[src/rtl/front_panel_pkg.sv]
// Shared types and helpers for the front panel: step FSM states and the
// active-low seven-segment encoding {g,f,e,d,c,b,a}.
package front_panel_pkg;

    typedef enum logic [1:0] {
        ST_IDLE     = 2'd0,
        ST_PULSE    = 2'd1,
        ST_WAIT_REL = 2'd2
    } step_state_t;

    localparam logic [6:0] SEG_BLANK = 7'h7F;

    function automatic logic [6:0] hex_to_seg(input logic [3:0] i_nib);
        logic [6:0] w_seg;
        case (i_nib)
            4'h0:    w_seg = 7'h40;
            4'h1:    w_seg = 7'h79;
            4'h2:    w_seg = 7'h24;
            4'h3:    w_seg = 7'h30;
            4'h4:    w_seg = 7'h19;
            4'h5:    w_seg = 7'h12;
            4'h6:    w_seg = 7'h02;
            4'h7:    w_seg = 7'h78;
            4'h8:    w_seg = 7'h00;
            4'h9:    w_seg = 7'h10;
            4'hA:    w_seg = 7'h08;
            4'hB:    w_seg = 7'h03;
            4'hC:    w_seg = 7'h46;
            4'hD:    w_seg = 7'h21;
            4'hE:    w_seg = 7'h06;
            default: w_seg = 7'h0E;
        endcase
        return w_seg;
    endfunction

endpackage

[src/rtl/front_panel_debouncer.sv]
// Two-flop synchronizer plus consecutive-cycle debounce for one panel input.
// o_level_nxt is the level o_level will take on the next clock edge.
module debouncer #(
    parameter int DB_CYCLES = 100000
) (
    input  logic clk,
    input  logic reset_cpu,
    input  logic i_raw,
    output logic o_level,
    output logic o_level_nxt
);
    localparam int CW = (DB_CYCLES > 1) ? $clog2(DB_CYCLES) : 1;

    logic          r_sync1;
    logic          r_sync2;
    logic          r_level;
    logic [CW-1:0] r_cnt;
    logic          w_diff;
    logic          w_last;

    assign w_diff      = r_sync2 ^ r_level;
    assign w_last      = (r_cnt == CW'(DB_CYCLES - 1));
    assign o_level     = r_level;
    assign o_level_nxt = (w_diff && w_last) ? ~r_level : r_level;

    always_ff @(posedge clk or posedge reset_cpu) begin
        if (reset_cpu) begin
            r_sync1 <= 1'b0;
            r_sync2 <= 1'b0;
            r_level <= 1'b0;
            r_cnt   <= '0;
        end else begin
            r_sync1 <= i_raw;
            r_sync2 <= r_sync1;
            r_level <= o_level_nxt;
            // Any cycle that agrees with the stable level restarts the count.
            if (w_diff && !w_last) r_cnt <= r_cnt + CW'(1);
            else                   r_cnt <= '0;
        end
    end

endmodule

[src/rtl/front_panel.sv]
// CPU front panel: single-step / free-run control and a multiplexed
// 4-digit hex display of the CPU output word, plus a PC LED mirror.
//
// state       | meaning
// ST_IDLE     | waiting for an accepted button press
// ST_PULSE    | one-cycle CPU advance strobe
// ST_WAIT_REL | press consumed, waiting for debounced release
module front_panel
    import front_panel_pkg::*;
#(
    parameter int DB_CYCLES = 100000,
    parameter int SCAN_BITS = 16
) (
    input  logic        clk,
    input  logic        reset_cpu,
    input  logic        btn_step,
    input  logic        sw_run,
    input  logic [15:0] output_port,
    input  logic [7:0]  PC_below8bit,
    output logic        cpu_enable,
    output logic [6:0]  seg,
    output logic [3:0]  an,
    output logic [7:0]  led
);
    localparam int SW = SCAN_BITS + 2;

    logic          w_btn_db;
    logic          w_btn_nxt;
    logic          w_sw_db;
    logic          w_sw_nxt;
    logic          r_btn_rise;
    step_state_t   r_state;
    step_state_t   w_state_nxt;
    logic          r_cpu_en;
    logic [SW-1:0] r_scan;
    logic [15:0]   r_disp;
    logic [1:0]    w_digit;
    logic [3:0]    w_nib;
    logic [6:0]    r_seg;
    logic [3:0]    r_an;
    logic [7:0]    r_led;

    debouncer #(.DB_CYCLES(DB_CYCLES)) u_db_btn (
        .clk         (clk),
        .reset_cpu   (reset_cpu),
        .i_raw       (btn_step),
        .o_level     (w_btn_db),
        .o_level_nxt (w_btn_nxt)
    );

    debouncer #(.DB_CYCLES(DB_CYCLES)) u_db_sw (
        .clk         (clk),
        .reset_cpu   (reset_cpu),
        .i_raw       (sw_run),
        .o_level     (w_sw_db),
        .o_level_nxt (w_sw_nxt)
    );

    always_comb begin
        w_state_nxt = r_state;
        case (r_state)
            ST_IDLE:     if (r_btn_rise) w_state_nxt = ST_PULSE;
            ST_PULSE:    w_state_nxt = ST_WAIT_REL;
            ST_WAIT_REL: if (!w_btn_db) w_state_nxt = ST_IDLE;
            default:     w_state_nxt = ST_IDLE;
        endcase
    end

    // cpu_enable is registered from next-state values so it tracks
    // (state == PULSE) | debounced sw_run on the same edge they change.
    always_ff @(posedge clk or posedge reset_cpu) begin
        if (reset_cpu) begin
            r_state    <= ST_IDLE;
            r_btn_rise <= 1'b0;
            r_cpu_en   <= 1'b0;
        end else begin
            r_state    <= w_state_nxt;
            r_btn_rise <= w_btn_nxt & ~w_btn_db;
            r_cpu_en   <= (w_state_nxt == ST_PULSE) | w_sw_nxt;
        end
    end

    assign w_digit = r_scan[SW-1 -: 2];
    assign w_nib   = r_disp[{w_digit, 2'b00} +: 4];

    // The display word only changes as the counter wraps, so a frame never mixes words.
    always_ff @(posedge clk or posedge reset_cpu) begin
        if (reset_cpu) begin
            r_scan <= '0;
            r_disp <= '0;
            r_seg  <= SEG_BLANK;
            r_an   <= 4'hF;
            r_led  <= 8'h00;
        end else begin
            r_scan <= r_scan + SW'(1);
            if (&r_scan) r_disp <= output_port;
            r_seg  <= hex_to_seg(w_nib);
            r_an   <= ~(4'b0001 << w_digit);
            r_led  <= PC_below8bit;
        end
    end

    assign cpu_enable = r_cpu_en;
    assign seg        = r_seg;
    assign an         = r_an;
    assign led        = r_led;

endmodule

[config.mk]
export PLATFORM = sky130hd
export DESIGN_NAME = front_panel
export DESIGN_NICKNAME = d
export VERILOG_FILES = /design/src/rtl/front_panel_pkg.sv /design/src/rtl/front_panel_debouncer.sv /design/src/rtl/front_panel.sv
export SDC_FILE = /design/constraint.sdc
export NUM_CORES = 1
export LEC_CHECK = 0
export ABC_AREA = 1
export CELL_PAD_IN_SITES_DETAIL_PLACEMENT = 1
export CELL_PAD_IN_SITES_GLOBAL_PLACEMENT = 1
export CORE_MARGIN = 4
export CORE_UTILIZATION = 39
export DETAILED_ROUTE_END_ITERATION = 10
export PLACE_DENSITY_LB_ADDON = 0.1
export SYNTH_ARGS = -nofsm -noshare
export SYNTH_HDL_FRONTEND = slang
export SYNTH_SLANG_ARGS = --single-unit
export TNS_END_PERCENT = 10
[constraint.sdc]
create_clock -name clk -period 3.2 [get_ports clk]
set_clock_uncertainty 0.05 [all_clocks]
set_input_delay 0.64 -clock clk [delete_from_list [all_inputs] [get_ports clk]]
set_output_delay 0.64 -clock clk [all_outputs]
set_load 0.01 [all_outputs]
* Word level (Yosys, flattened, before mapping)
Memory sizes are Yosys's and may differ from the RTL's. A register that Yosys moved wholly into a read port is not among the register bits.
Index checks and enable logic that the tools add are counted.
** Word-level totals
- Register bits after elaboration :: 90
- Memory bits (read-only) :: 112
- Bits of input ports :: 28
- Output and inout bits :: 20
- Logic and storage cells :: 48
- Memories :: 1
** Cells by class
- Add/sub/neg operators :: 3
- Equal/unequal tests :: 5
- Shift operators :: 2
- Muxes and demuxes :: 7
- Bitwise logic cells :: 7
- Reduce and logical (&&, ||, !) cells :: 8
** Memories
- (name not given) :: words 16, width 7, rd ports 1, clocked after Yosys merged registers in 1, write ports 0, RTL line front_panel_pkg.sv:15 : case (i_nib)
** Operators with widths (number)
- 17-bit by 1-bit adder with 17-bit output, second input constant :: 2
- 17-bit == test, second input constant :: 2
- 17-bit two-way mux :: 2
- 18-bit by 1-bit adder with 18-bit output, second input constant :: 1
- 18-bit AND reduction :: 1
- 16-bit by 5-bit indexed part select with 4-bit output :: 1
- 2-bit case mux with 3 select lines :: 1
- 2-bit by 1-bit == test with 1-bit output, second input constant :: 2
- 1-bit logical AND :: 4
- 2-bit two-way mux :: 2
- 4-bit inverter :: 1
- 1-bit by 2-bit left shift with 4-bit output, first input constant :: 1
- 2-bit == test, second input constant :: 1
- 1-bit logical NOT :: 2
- 2-bit logical NOT :: 1
- 1-bit two-way mux :: 2
- 1-bit inverter :: 2
- 1-bit bitwise XOR :: 2
- 1-bit bitwise AND :: 1
- 1-bit OR :: 1

* Depth between registers and ports, before layout
Gate-level depths: netlist (run 1).
- Word-level depth :: 4
- Depth in mapped cells :: 12
- Mapped depth without buffers :: 10

* Modules after synthesis
Synthesis (run 1) repeated with hierarchy kept, for this count alone.
** Second synthesis, totals
- Cell total of the unflattened synthesis :: 565
- Area, all modules :: 4802.1 sq um
** By module, submodules not included
- front_panel :: instances 1, cells each 291, area an instance 2640.0 sq um, sequential area each 1440.1 sq um
- debouncer :: instances 2, cells each 137, area an instance 1081.0 sq um, sequential area each 500.5 sq um

* Worst setup path before layout (run 1)
Ideal clock, no wire load.
- Path kind :: register -> register
- From :: register r_scan[16]
- To :: register r_seg[3], in the netlist seg[3]
- Library setup time :: 76 ps
- Arrival :: 1506 ps
- Data required time :: 3074 ps
- Slack :: 1568 ps
- Stages on the path, launching flop included :: 12
- Path buffers :: 2
- Clock period less this slack :: 1632 ps
- Cells stage by stage :: dfrtp_1 > buf_4 > buf_4 > nand3_1 > nand2_1 > nor2_2 > inv_1 > ha_1 > nand2_2 > nand2_1 > nand2_1 > nand2_1
** Between the ends
- Cells in the longest elaborated chain, start to end :: 1
** RTL lines
- from (decl) :: RTL line front_panel.sv:35 : logic [SW-1:0] r_scan;
- from (signal assigned) :: RTL line front_panel.sv:95 : r_scan <= r_scan + SW'(1);
- 16-bit by 5-bit indexed part select with 4-bit output :: RTL line front_panel.sv:84 : assign w_nib = r_disp[{w_digit, 2'b00} +: 4];
- to (decl) :: RTL line front_panel.sv:39 : logic [6:0] r_seg;
No other way between the ends.
A chain may end at the register's enable or synchronous reset.

* Worst setup path in the final report (run 1)
Ends and elaborated chain as after synthesis.

==> run_results.csv, run 1 <==
group,metric,value,unit
logic_synthesis,ys.warnings.count,0,
clock_tree,clk-insertion-delay-late,0.35,ns
grt,grt_usage,0.169,
clock_tree,cts_buffers,9,
logic_synthesis,synth_ff_type,"dfrtp_1",
drt,drc,0,
drt,ant_nets,0,
hold_path,hold_class,"reg2reg",
run,cap_violations,0,
setup_path,crit_top_cell,"nand2_1",
clock_tree,clkSlewWorstSetupHoldPaths,0.07,ns
timing,min_period_over_period,0.660,
power_and_ir_drop,powerDensity,427,nW/um^2
logic_synthesis,synthCells,580,
place,io_buffers,47,
hold_path,min_from,"u_db_btn.r_sync1",
place,pre_cts_ws,1.09,ns
place,routabilityCongestion,0.801,
timing,maxSlewHeadroom,0.655,
clock_tree,clkSinkCount,97,
run_status,status,"complete, no violations",
setup_path,worstPathCellList,"inv_2 -> nand3_1 -> nand2_1 -> nor2_2 -> inv_1 -> ha_1 -> nand2_2 -> nand2_1 -> nand2_1 -> nand2_1",
hold_path,hold-path-cell-count,0,
clock_tree,post_cts_buffers,0,
grt,antenna_found_initial,0,
floorplanning,die_w,119,um
grt,grt_max_degree,98,
timing,holdWs,0.306,ns
floorplanning,initial_utilization,0.398,
final_layout,nets,667,
logic_synthesis,async_reset_ff_frac,1.00,
grt,grt_pass1_wl,19.4,mm
setup_path,crit_fanout,17,
grt,grt_pass1_vias,4071,
logic_synthesis,synth_area_leaders,"dfrtp_1, nand2_1, nor2_1, nand3_1, dfstp_2",
timing,tns,0,ns
setup_path,max_stage_delay,0.67,ns
logic_synthesis,yosys-top-cells-count,"nand2_1, nor2_1, dfrtp_1",
final_layout,nFillCells,1435,
timing,slew_viol_final,0,
setup_path,cpMaxStageDelayCell,"dfrtp_1",
setup_path,required,3.43,ns
timing,setup_viol,0,
drt,first_pass_iters,4,
grt,gr-total-overflow,0,
clock_tree,cts_buffer_depth,2,
power_and_ir_drop,p_leak,2.59,nW
logic_synthesis,synth-edff-count,0,
clock_tree,cts_hold_buf,0,
clock_tree,clockRootBuffer,"clkbuf_16",
setup_path,startpoint_type,"flop",
floorplanning,die_h,119,um
drt,route.vias.total,3824,
floorplanning,pin_count,48,
setup_path,r2r_slack,1.09,ns
clock_tree,cts_tree,"done",
logic_synthesis,syn_area,4780,sq um
drt,wirelength,11.0,mm
timing,hold_viol_final,0,
logic_synthesis,yosys.area.top_type,"dfrtp_1",
drt,drt_iter0_markers,178,
logic_synthesis,yosysMostFrequentCell,"nand2_1",
logic_synthesis,syn-num-nets,617,
final_layout,drive_above_1_share,0.0866,
drt,via_per_inst,4.89,
logic_synthesis,ys_ff_latch,97,
timing,fmax,473,MHz
setup_path,worstPathArrival,2.35,ns
logic_synthesis,postSynthAreaPerCell,8.25,sq um
logic_synthesis,synth_top_area_frac,0.450,
setup_path,path_class,"reg2reg",
setup_path,reg2reg_depth,10,
timing,fin_ws,1.09,ns
setup_path,reg2reg_from,"r_scan[16]",
setup_path,critPathCaptureType,"flop",
timing,min_period,2.11,ns
place,dpl.hpwl,7.97,mm
power_and_ir_drop,ir_drop,0.247,mV
drt,wl_per_cell,14.0,um
clock_tree,cts_max_level,3,
floorplanning,die_area,14100,sq um
timing,rsz0062_at_grt,"false",
clock_tree,cts_resized,0,
hold_path,hold_end,"u_db_btn.r_sync2",
floorplanning,num_rows,40,
final_layout,synthToLayoutAreaGrowth,18.7,%
timing,tightest_slew,0.517,ns
floorplanning,core-area,12000,sq um
setup_path,r2r_end,"seg[3]",
logic_synthesis,yosysSeqAreaShare,0.510,
final_layout,antennaDiodeCount,0,
logic_synthesis,ys_types,29,
==> cell usage in the layout (no fill, tap or decap), drive strengths merged <==
| master | n |
|---|---|
| a21oi | 3 |
| buf | 1 |
| bufinv | 1 |
| clkbuf | 10 |
| clkdlybuf4s50 | 47 |
| clkinv | 5 |
| clkinvlp | 2 |
| dfrtp | 86 |
| dfstp | 11 |
| ha | 9 |
| inv | 45 |
| nand2 | 193 |
| nand3 | 66 |
| nand3b | 2 |
| nand4 | 10 |
| nor2 | 101 |
| nor3 | 2 |
| o21ai | 7 |
| o21bai | 5 |
| xnor2 | 7 |
| xor2 | 22 |
==> registers in the layout (all words and copies together) (netlist names), 2 cells and up <==
| register | count |
|---|---|
| r_state | 2 |
| an | 4 |
| r_scan | 18 |
| u_db_sw.r_cnt | 17 |
| seg | 7 |
| u_db_btn.r_cnt | 17 |
| led | 8 |
| r_disp | 16 |
==> power breakdown <==
group | internal, W | switching [W] | total [W]
Clock | 0.000609 | 0.000475 | 0.00108
Sequential | 0.00124 | 0.00000870 | 0.00125
Combinational | 0.0000470 | 0.0000471 | 0.0000941
==> final cells by class <==
cell class,instances,area [sq um],share of cell area
inverter,47,180,0.0317
clock buffer,10,229,0.0403
multi-input combinational,427,2080,0.367
timing repair buffer,48,490,0.0864
sequential,97,2440,0.430
tap,147,184,0.0324
clock inverter,6,68.8,0.0121
==> cells by family (layout without fill, tap and decap cells) <==
kind of cell / count (synthesis) / after routing / synth area share
compound gates: 15 / 15 / 0.0183
xor+xnor: 29 / 29 / 0.0531
fa+ha+maj: 9 / 9 / 0.0235
buf+inv: 56 / 111 / 0.0539
flops: 97 / 97 / 0.510
simple gates: 374 / 374 / 0.341
==> per-layer routing <==
metal	vias to the layer above	share of wire	track usage
met5	-	0	0
met4	0	0.013	0.0456
met3	12	0.034	0.0445
met2	55	0.48	0.283
met1	1847	0.47	0.215
li1	1910	-	-
==> stage by stage <==
step,instances,power (W),utilization,area [sq um]
2_1_floorplan,580,0.00131,-,4790
3_3_place_gp,766,0.00137,0.448,5380
3_5_place_dp,766,0.00137,0.448,5380
4_1_cts,782,0.00247,0.473,5680
5_1_grt,782,0.00254,0.473,5680
6_report,782,0.00243,0.473,5680
==> worst max path at each step <==
stage	startpoint	end	slack, ns	depth (start not counted)
after floorplan	reset_cpu	cpu_enable	1.37	1
after global placement	r_scan[16]	seg[3]	1.28	10
after detailed placement	r_scan[16]	seg[3]	1.09	10
after CTS	an[2]	an[2]	1.06	1
after global routing	r_scan[16]	seg[3]	0.85	10
final	r_scan[16]	seg[3]	1.09	10
==> critical path, delay by kind of cell (launching register included) <==
family	cells	cell delay (ns)
and+or+nand+nor	7	0.73
DFF	1	0.67
buffers and inverters	2	0.34
adders and majority gates	1	0.26
No activity file was read; power rests on OpenSTA's default activity.
==> inputs of run 2 (changes only) <==
- clock period: 3.2 -> 1.9 ns (I/O delays scaled with it)
==> run 2 against run 1 <==
Compared with the run above: register-to-register slack got worse by 0.95 ns; highest routed layer unchanged; final cell count grew 0.51%; wire length rose by 2.9%; via count rose by 0.78%; die area is the same; critical endpoint is now an[1]; largest cell class unchanged; worst setup slack worse by 1.0 ns; critical path depth shrank 9; utilization increased by 0.26 points.
==> run_results.csv, run 2 (synthesized netlist as in run 1, its figures left out) <==
group,metric,value,unit
clock_tree,cts_buffer_depth,2,
setup_path,worstPathCellList,"clkdlybuf4s50_1",
setup_path,r2r_slack,0.14,ns
hold_path,hold_end,"u_db_sw.r_sync2",
clock_tree,cts_max_level,3,
setup_path,worst-path-buf-inv,1,
setup_path,reg2reg_depth,8,
grt,antenna_found_initial,0,
setup_path,critPathCaptureType,"output port",
final_layout,largest_reg_flops,18,
setup_path,max_stage_delay,0.53,ns
floorplanning,num_rows,40,
hold_path,min_from,"u_db_sw.r_sync1",
place,dpl-instance-area,5410,sq um
clock_tree,clkSlewWorstSetupHoldPaths,0.07,ns
floorplanning,die_area,14100,sq um
grt,grt_pass1_wl,20.2,mm
clock_tree,cts_tree,"done",
drt,first_pass_iters,4,
setup_path,reg2reg_from,"r_scan[16]",
power_and_ir_drop,p_comb_frac,0.040,
place,io_buffers,47,
final_layout,nFillCells,1469,
drt,wirelength,11.3,mm
setup_path,crit_fanout,1,
clock_tree,clkSinkCount,97,
drt,via_per_inst,4.90,
timing,maxSlewHeadroom,0.646,
timing,slew_viol_final,0,
timing,fin_ws,0.0541,ns
floorplanning,die_h,119,um
clock_tree,cts_buffers,9,
power_and_ir_drop,ir_drop,0.470,mV
drt,drc,0,
grt,grt_pass1_vias,4075,
timing,tightest_slew,0.531,ns
power_and_ir_drop,powerDensity,711,nW/um^2
setup_path,worstPathArrival,1.42,ns
clock_tree,clockRootBuffer,"clkbuf_16",
timing,min_period,1.85,ns
final_layout,drive_above_1_share,0.0955,
power_and_ir_drop,power_switching,0.000927,W
setup_path,cpMaxStageDelayCell,"dfstp_2",
power_and_ir_drop,p_clk_frac,0.443,
drt,drt_iter0_markers,178,
timing,setup_viol,0,
floorplanning,initial_utilization,0.398,
place,pre_cts_ws,0.0970,ns
place,dpl.hpwl,8.19,mm
timing,fmax,542,MHz
grt,grt_usage,0.175,
final_layout,largestRegisters,"r_scan (18), u_db_btn.r_cnt (17), u_db_sw.r_cnt (17)",
timing,min_period_over_period,0.972,
timing,tns,0,ns
setup_path,startpoint_type,"flop",
grt,gr-total-overflow,0,
final_layout,synthToLayoutAreaGrowth,19.4,%
final_layout,layout_commonest_cell,"nand2_1",
power_and_ir_drop,swShare,0.228,
setup_path,critical-path-top-delay-family,"flip-flops",
power_and_ir_drop,p_leak,2.60,nW
setup_path,r2r_end,"seg[3]",
floorplanning,core-area,12000,sq um
drt,ant_nets,0,
place,routabilityCongestion,0.799,
clock_tree,clk-insertion-delay-late,0.35,ns
final_layout,antennaDiodeCount,0,
run,cap_violations,0,
timing,rsz0062_at_grt,"false",
final_layout,final_core_utilization,0.475,
floorplanning,die_w,119,um
grt,grt_max_degree,98,
drt,route.vias.total,3854,
final_layout,fin_area,5710,sq um
power_and_ir_drop,internal-power,0.00313,W
hold_path,hold_class,"reg2reg",
drt,wl_per_cell,14.4,um
clock_tree,cts_hold_buf,0,
floorplanning,pin_count,48,
run_status,status,"complete, no violations",
timing,hold_viol_final,0,
power_and_ir_drop,power_frac_seq,0.518,
setup_path,required,1.47,ns
final_layout,nets,671,
setup_path,path_class,"reg2out",
final_layout,final_cell_mix,"nand2_1, nor2_1, dfrtp_1",
hold_path,hold-path-cell-count,0,
final_layout,regMostFlops,"r_scan",
-- run 2: cell types whose count changed in the layout (fill, tap and decap cells not counted), moves of 2 or more --
cell and change:
buf_4 +4, inv_6 +2, clkbuf_8 +2, clkinv_4 -3
-- run 2: timing repair --
action,4_1_cts,5_1_grt
gates resized for setup,0,3
buffers inserted,0,0
setup endpoints to repair,0,6
-- run 2: worst max-delay path by stage --
stage                          start      to  slack (ns)  depth (start not counted)
after global placement    r_scan[16]  seg[3]        0.22                         10
final                          an[1]   an[1]        0.05                          1
after detailed placement  r_scan[16]  seg[0]         0.1                         10
after floorplan           r_scan[16]  seg[3]        0.27                         11
after global routing      r_scan[16]  seg[0]       0.004                         10
after CTS                      an[2]   an[2]       0.009                          1
-- run 2: routing by layer --
| metal | vias up | global-route usage | routed length, um |
|---|---|---|---|
| li1 | 1916 | - | - |
| met1 | 1887 | 0.226 | 5170 |
| met2 | 44 | 0.293 | 5650 |
| met3 | 7 | 0.0483 | 363 |
| met4 | 0 | 0.0398 | 104 |
| met5 | - | 0 | 0 |
-- run 2: final cells by class --
type                    instances  area, sq um  share of cell area
clock buffers                  11          253              0.0443
inverters                      47          180              0.0316
clock inverters                 5         37.5             0.00657
repair buffers                 52          523              0.0916
flip-flops and latches         97         2440               0.428
multi-input cells             427         2090               0.366
well taps                     147          184              0.0322
-- run 2: through the flow --
step | hold WS [ns] | std cells | power (W)
3_5_place_dp | 0.293 | 770 | 0.00231
5_1_grt | 0.326 | 786 | 0.00425
6_report | 0.307 | 786 | 0.00406
2_1_floorplan | 0.281 | 580 | 0.00221
3_3_place_gp | 0.287 | 770 | 0.00230
4_1_cts | 0.316 | 786 | 0.00414
-- run 2: power groups by stage --
stage | Clock [W] | Combinational (W) | Sequential (W)
6_report | 0.00180 | 0.000161 | 0.00210
5_1_grt | 0.00196 | 0.000180 | 0.00211
4_1_cts | 0.00187 | 0.000168 | 0.00210
3_5_place_dp | 0 | 0.000167 | 0.00214
3_3_place_gp | 0 | 0.000164 | 0.00214
2_1_floorplan | 0 | 0.0000634 | 0.00214
==> inputs of run 3 (changes only) <==
- RECOVER_POWER: default -> 100
- REMOVE_ABC_BUFFERS: default -> 1
==> run 3 against run 2 <==
Compared with the run above: sequential share of layout area shrank 0.33 points; register-to-register slack gained 0.06 ns; fmax shrank 0.33%; flip-flop and latch count is the same; largest cell class unchanged.
==> run_results.csv, run 3 (synthesized netlist as in run 1, its figures left out) <==
group,metric,value,unit
run_status,status,"complete, no violations",
clock_tree,cts_max_level,3,
power_and_ir_drop,ir_drop,0.430,mV
timing,slew_viol_final,0,
setup_path,r2r_slack,0.20,ns
timing,fmax,540,MHz
drt,wl_per_cell,14.8,um
setup_path,path_class,"reg2out",
timing,min_period_over_period,0.975,
grt,grt_usage,0.180,
setup_path,max_stage_delay,0.54,ns
timing,tightest_slew,1.08,ns
setup_path,reg2reg_from,"r_scan[17]",
floorplanning,initial_utilization,0.398,
clock_tree,clkSinkCount,97,
clock_tree,cts_hold_buf,0,
hold_path,hold_class,"reg2reg",
final_layout,final_core_utilization,0.479,
final_layout,synthToLayoutAreaGrowth,20.2,%
floorplanning,die_w,119,um
timing,rsz0062_at_grt,"false",
floorplanning,die_h,119,um
setup_path,critical_path.startpoint,"an[1]",
clock_tree,post_cts_buffers,0,
drt,via_per_inst,4.97,
clock_tree,cts_buffer_depth,2,
floorplanning,pin_count,48,
place,dpl.hpwl,8.86,mm
setup_path,critPathCaptureType,"output port",
grt,use_met1,0.227,
setup_path,worstPathCellList,"clkdlybuf4s50_1",
clock_tree,cts_resized,0,
drt,drt_iter0_markers,182,
place,dpl.cell_count,773,
timing,maxSlewHeadroom,0.278,
clock_tree,cts_buffers,9,
final_layout,antennaDiodeCount,0,
drt,ant_nets,0,
grt,gr-total-overflow,0,
floorplanning,die_area,14100,sq um
setup_path,reg2reg_depth,8,
clock_tree,clkSlewWorstSetupHoldPaths,0.07,ns
timing,hold_viol_final,0,
grt,grt_max_degree,28,
timing,min_period,1.85,ns
final_layout,layout_commonest_cell,"nand2_1",
hold_path,hold_end,"u_db_sw.r_sync2",
clock_tree,cts_tree,"done",
timing,tns,0,ns
grt,antenna_found_initial,0,
final_layout,stdcell_count,789,
setup_path,worst-path-stages,1,
final_layout,final_cell_mix,"nand2_1, nor2_1, dfrtp_1",
final_layout,drive_above_1_share,0.0903,
grt,grt_pass1_vias,4198,
run,cap_violations,0,
setup_path,crit_fanout,1,
setup_path,worstPathArrival,1.42,ns
final_layout,largest_reg_flops,18,
power_and_ir_drop,powerDensity,751,nW/um^2
final_layout,regMostFlops,"r_scan",
hold_path,hold-path-cell-count,0,
grt,use_met2,0.304,
clock_tree,clockRootBuffer,"clkbuf_16",
setup_path,critical-path-top-delay-family,"flip-flops",
drt,drc,0,
place,io_buffers,47,
place,routabilityCongestion,0.838,
drt,route.vias.total,3921,
final_layout,nets,674,
drt,first_pass_iters,6,
timing,setup_viol,0,
setup_path,cpMaxStageDelayCell,"dfstp_2",
final_layout,nFillCells,1457,
grt,grt_pass1_wl,20.5,mm
clock_tree,clk-insertion-delay-late,0.35,ns
final_layout,largestRegisters,"r_scan (18), u_db_btn.r_cnt (17), u_db_sw.r_cnt (17)",
setup_path,worst-path-buf-inv,1,
power_and_ir_drop,p_leak,2.65,nW
floorplanning,num_rows,40,
grt,busiest_layer,"met2",
setup_path,startpoint_type,"flop",
setup_path,required,1.47,ns
grt,use_met3,0.0483,
floorplanning,core-area,12000,sq um
hold_path,min_from,"u_db_sw.r_sync1",
setup_path,r2r_end,"seg[2]",
drt,wirelength,11.7,mm
-- run 3: where the power goes --
group,switching (W),total [W],internal [W]
logic,0.0000845,0.000158,0.0000733
clock network,0.000824,0.00206,0.00124
registers,0.0000151,0.00210,0.00209
total,0.000923,0.00432,0.00340
-- run 3: layout make-up --
class | count | area, sq um | share of cell area
flip-flops and latches | 97 | 2440 | 0.424
clock buffers | 11 | 253 | 0.0440
repair buffers | 55 | 526 | 0.0914
well taps | 147 | 184 | 0.0320
inverters | 47 | 176 | 0.0307
multi-input cells | 427 | 2080 | 0.362
clock inverters | 5 | 86.3 | 0.0150
-- run 3: how the worst max path moves through the flow --
stage	slack, ns	end
2_1_floorplan	-1.05	cpu_enable
3_3_place_gp	0.22	seg[3]
3_5_place_dp	0.16	seg[3]
4_1_cts	0.005	an[0]
5_1_grt	0.006	u_db_btn.r_cnt[3]
6_report	0.05	an[1]
-- run 3: per-layer routing --
metal	up-vias	wire, um
met5	-	0
met4	0	193
met3	20	471
met2	70	5820
met1	1905	5220
li1	1926	-
-- run 3: through the flow --
step	setup slack, ns	hold slack, ns	instance area, sq um	total power (W)
final	0.0479	0.305	5750	0.00432
after CTS	0.00505	0.309	5780	0.00440
after global routing	0.00636	0.339	5750	0.00450
after floorplan	-1.05	0.281	4700	0.00220
after global placement	0.216	0.289	5440	0.00231
after detailed placement	0.158	0.286	5440	0.00232
==> edit (flow settings as in run 1) <==
Register the output `an` once more, cleared by the reset; this adds one clock of latency there. The other outputs are not delayed to match.
--- a/src/rtl/front_panel.sv
+++ b/src/rtl/front_panel.sv
@@ -102,7 +102,13 @@
 
     assign cpu_enable = r_cpu_en;
     assign seg        = r_seg;
-    assign an         = r_an;
+    always_ff @(posedge clk or posedge reset_cpu) begin
+        if (reset_cpu) begin
+            an <= '0;
+        end else begin
+            an <= r_an;
+        end
+    end
     assign led        = r_led;
 
 endmodule
Behaviour: not the same (a bounded check fails within 4 cycles, from zero or initial values and one cycle with reset_cpu high).
==> edit against run 1 <==
Worst setup slack improved by 0.017 ns. First-iteration DRC count decreased by 13%. Wire length up 2.1%. Register-to-register slack better by 0.09 ns. Power grew 3.4%. Final area up 2.5%. Sequential power grew 4%. Synthesized area grew 2.6%. Sequential cell count grew 4. Largest power group unchanged.
==> edit: results (changes against run 1) <==
stage	metric	value	unit	change
route	drt-met1-wl	5.15	mm	-0.75%
timing	setup_slack	1.10	ns	+0.0175 ns
global_route	met1_usage	20.7	%	-0.86 points
setup_path	arrival	1.41	ns	-0.94 ns
route	drt-initial-drc-count	154		-13%
power	leakagePower	2.67	nW	+3.4%
place	dpl.cell_count	798		+4.2%
setup_path	setup.worst_path.end	seg[4]		
place	placedInstanceArea	5520	um^2	+2.6%
timing	worst_pin_slew	0.526	ns	+0.00896 ns
finish	drive_gt1_share	9.60	%	+0.94 points
setup_path	rrSetupSlack	1.18	ns	+0.09 ns
logic_synthesis	seq_area_frac_synth	51.8	%	+0.75 points
logic_synthesis	syn_nets	628		+1.8%
setup_path	setup.worst_path.start	seg[4]		
global_route	met3_usage	3.79	%	-0.66 points
place	dp_hpwl	8.30	mm	+4.1%
power	peakVddDrop	0.000493	V	+100%
global_route	grt_pass1_vias	4129		+1.4%
global_route	grtUsageTotal	16.7	%	-0.18 points
logic_synthesis	synth-compound-area-share	1.89	%	+0.056 points
setup_path	cp_max_fo	1		-16
route	vias	3916		+2.4%
place	gp_congestion	0.813		+1.5%
hold_path	hold_end	u_db_sw.r_sync2		
global_route	grt_pass1_wl	19.5	mm	+0.46%
logic_synthesis	synth-xor-area-share	4.64	%	-0.67 points
finish	fillerInstances	1505		+4.9%
logic_synthesis	synth_cells	591		+1.9%
setup_path	cpMaxStageDelayCell	clkdlybuf4s50_1		
logic_synthesis	synth_commonest_cells	nand2_1, dfrtp_1, nor2_1		
logic_synthesis	yosysUniqueCellTypes	27		-6.9%
setup_path	cpLargestDelayFamily	buffers and inverters		
logic_synthesis	synth-adder-area-share	2.29	%	-0.059 points
route	dr_wl_met3	332	um	-11%
power	p_total	0.00251	W	+3.4%
setup_path	cpPeakStageDelay	0.55	ns	-0.12 ns
run_status	status	finished, final reports clean		
global_route	grtUsageMet2	29.0	%	+0.66 points
[edit: changes by cell type after synthesis, moves of 3 or more]
cell,change
nand2_1,+6
dfrtp_1,+4
inv_1,+4
nand3_2,+3
o21ai_0,+3
xor2_1,-3
[edit: cells by family after synthesis]
logic type / after synthesis
adder cells (fa/ha/maj): 9
buffers and inverters: 60
flip-flops: 101
AO/OA/AOI/OAI: 16
XOR/XNOR: 26
AND/OR/NAND/NOR: 379
[edit: layout make-up]
class | instances | area, um^2 | area share [%]
clock inverters | 6 | 61.3 | 1.05
inverters | 51 | 195 | 3.35
multi-input cells | 430 | 2080 | 35.8
clock buffers | 10 | 239 | 4.11
repair buffers | 48 | 490 | 8.43
flip-flops and latches | 101 | 2540 | 43.7
well taps | 168 | 210 | 3.61
[edit: power by group]
group	internal [W]	switching, W	total (W)	leakage (nW)
Sequential	0.00129	0.00000936	0.00130	1.23
Clock	0.000626	0.000485	0.00111	0.149
Combinational	0.0000471	0.0000497	0.0000968	1.30
Total	0.00196	0.000544	0.00251	2.67
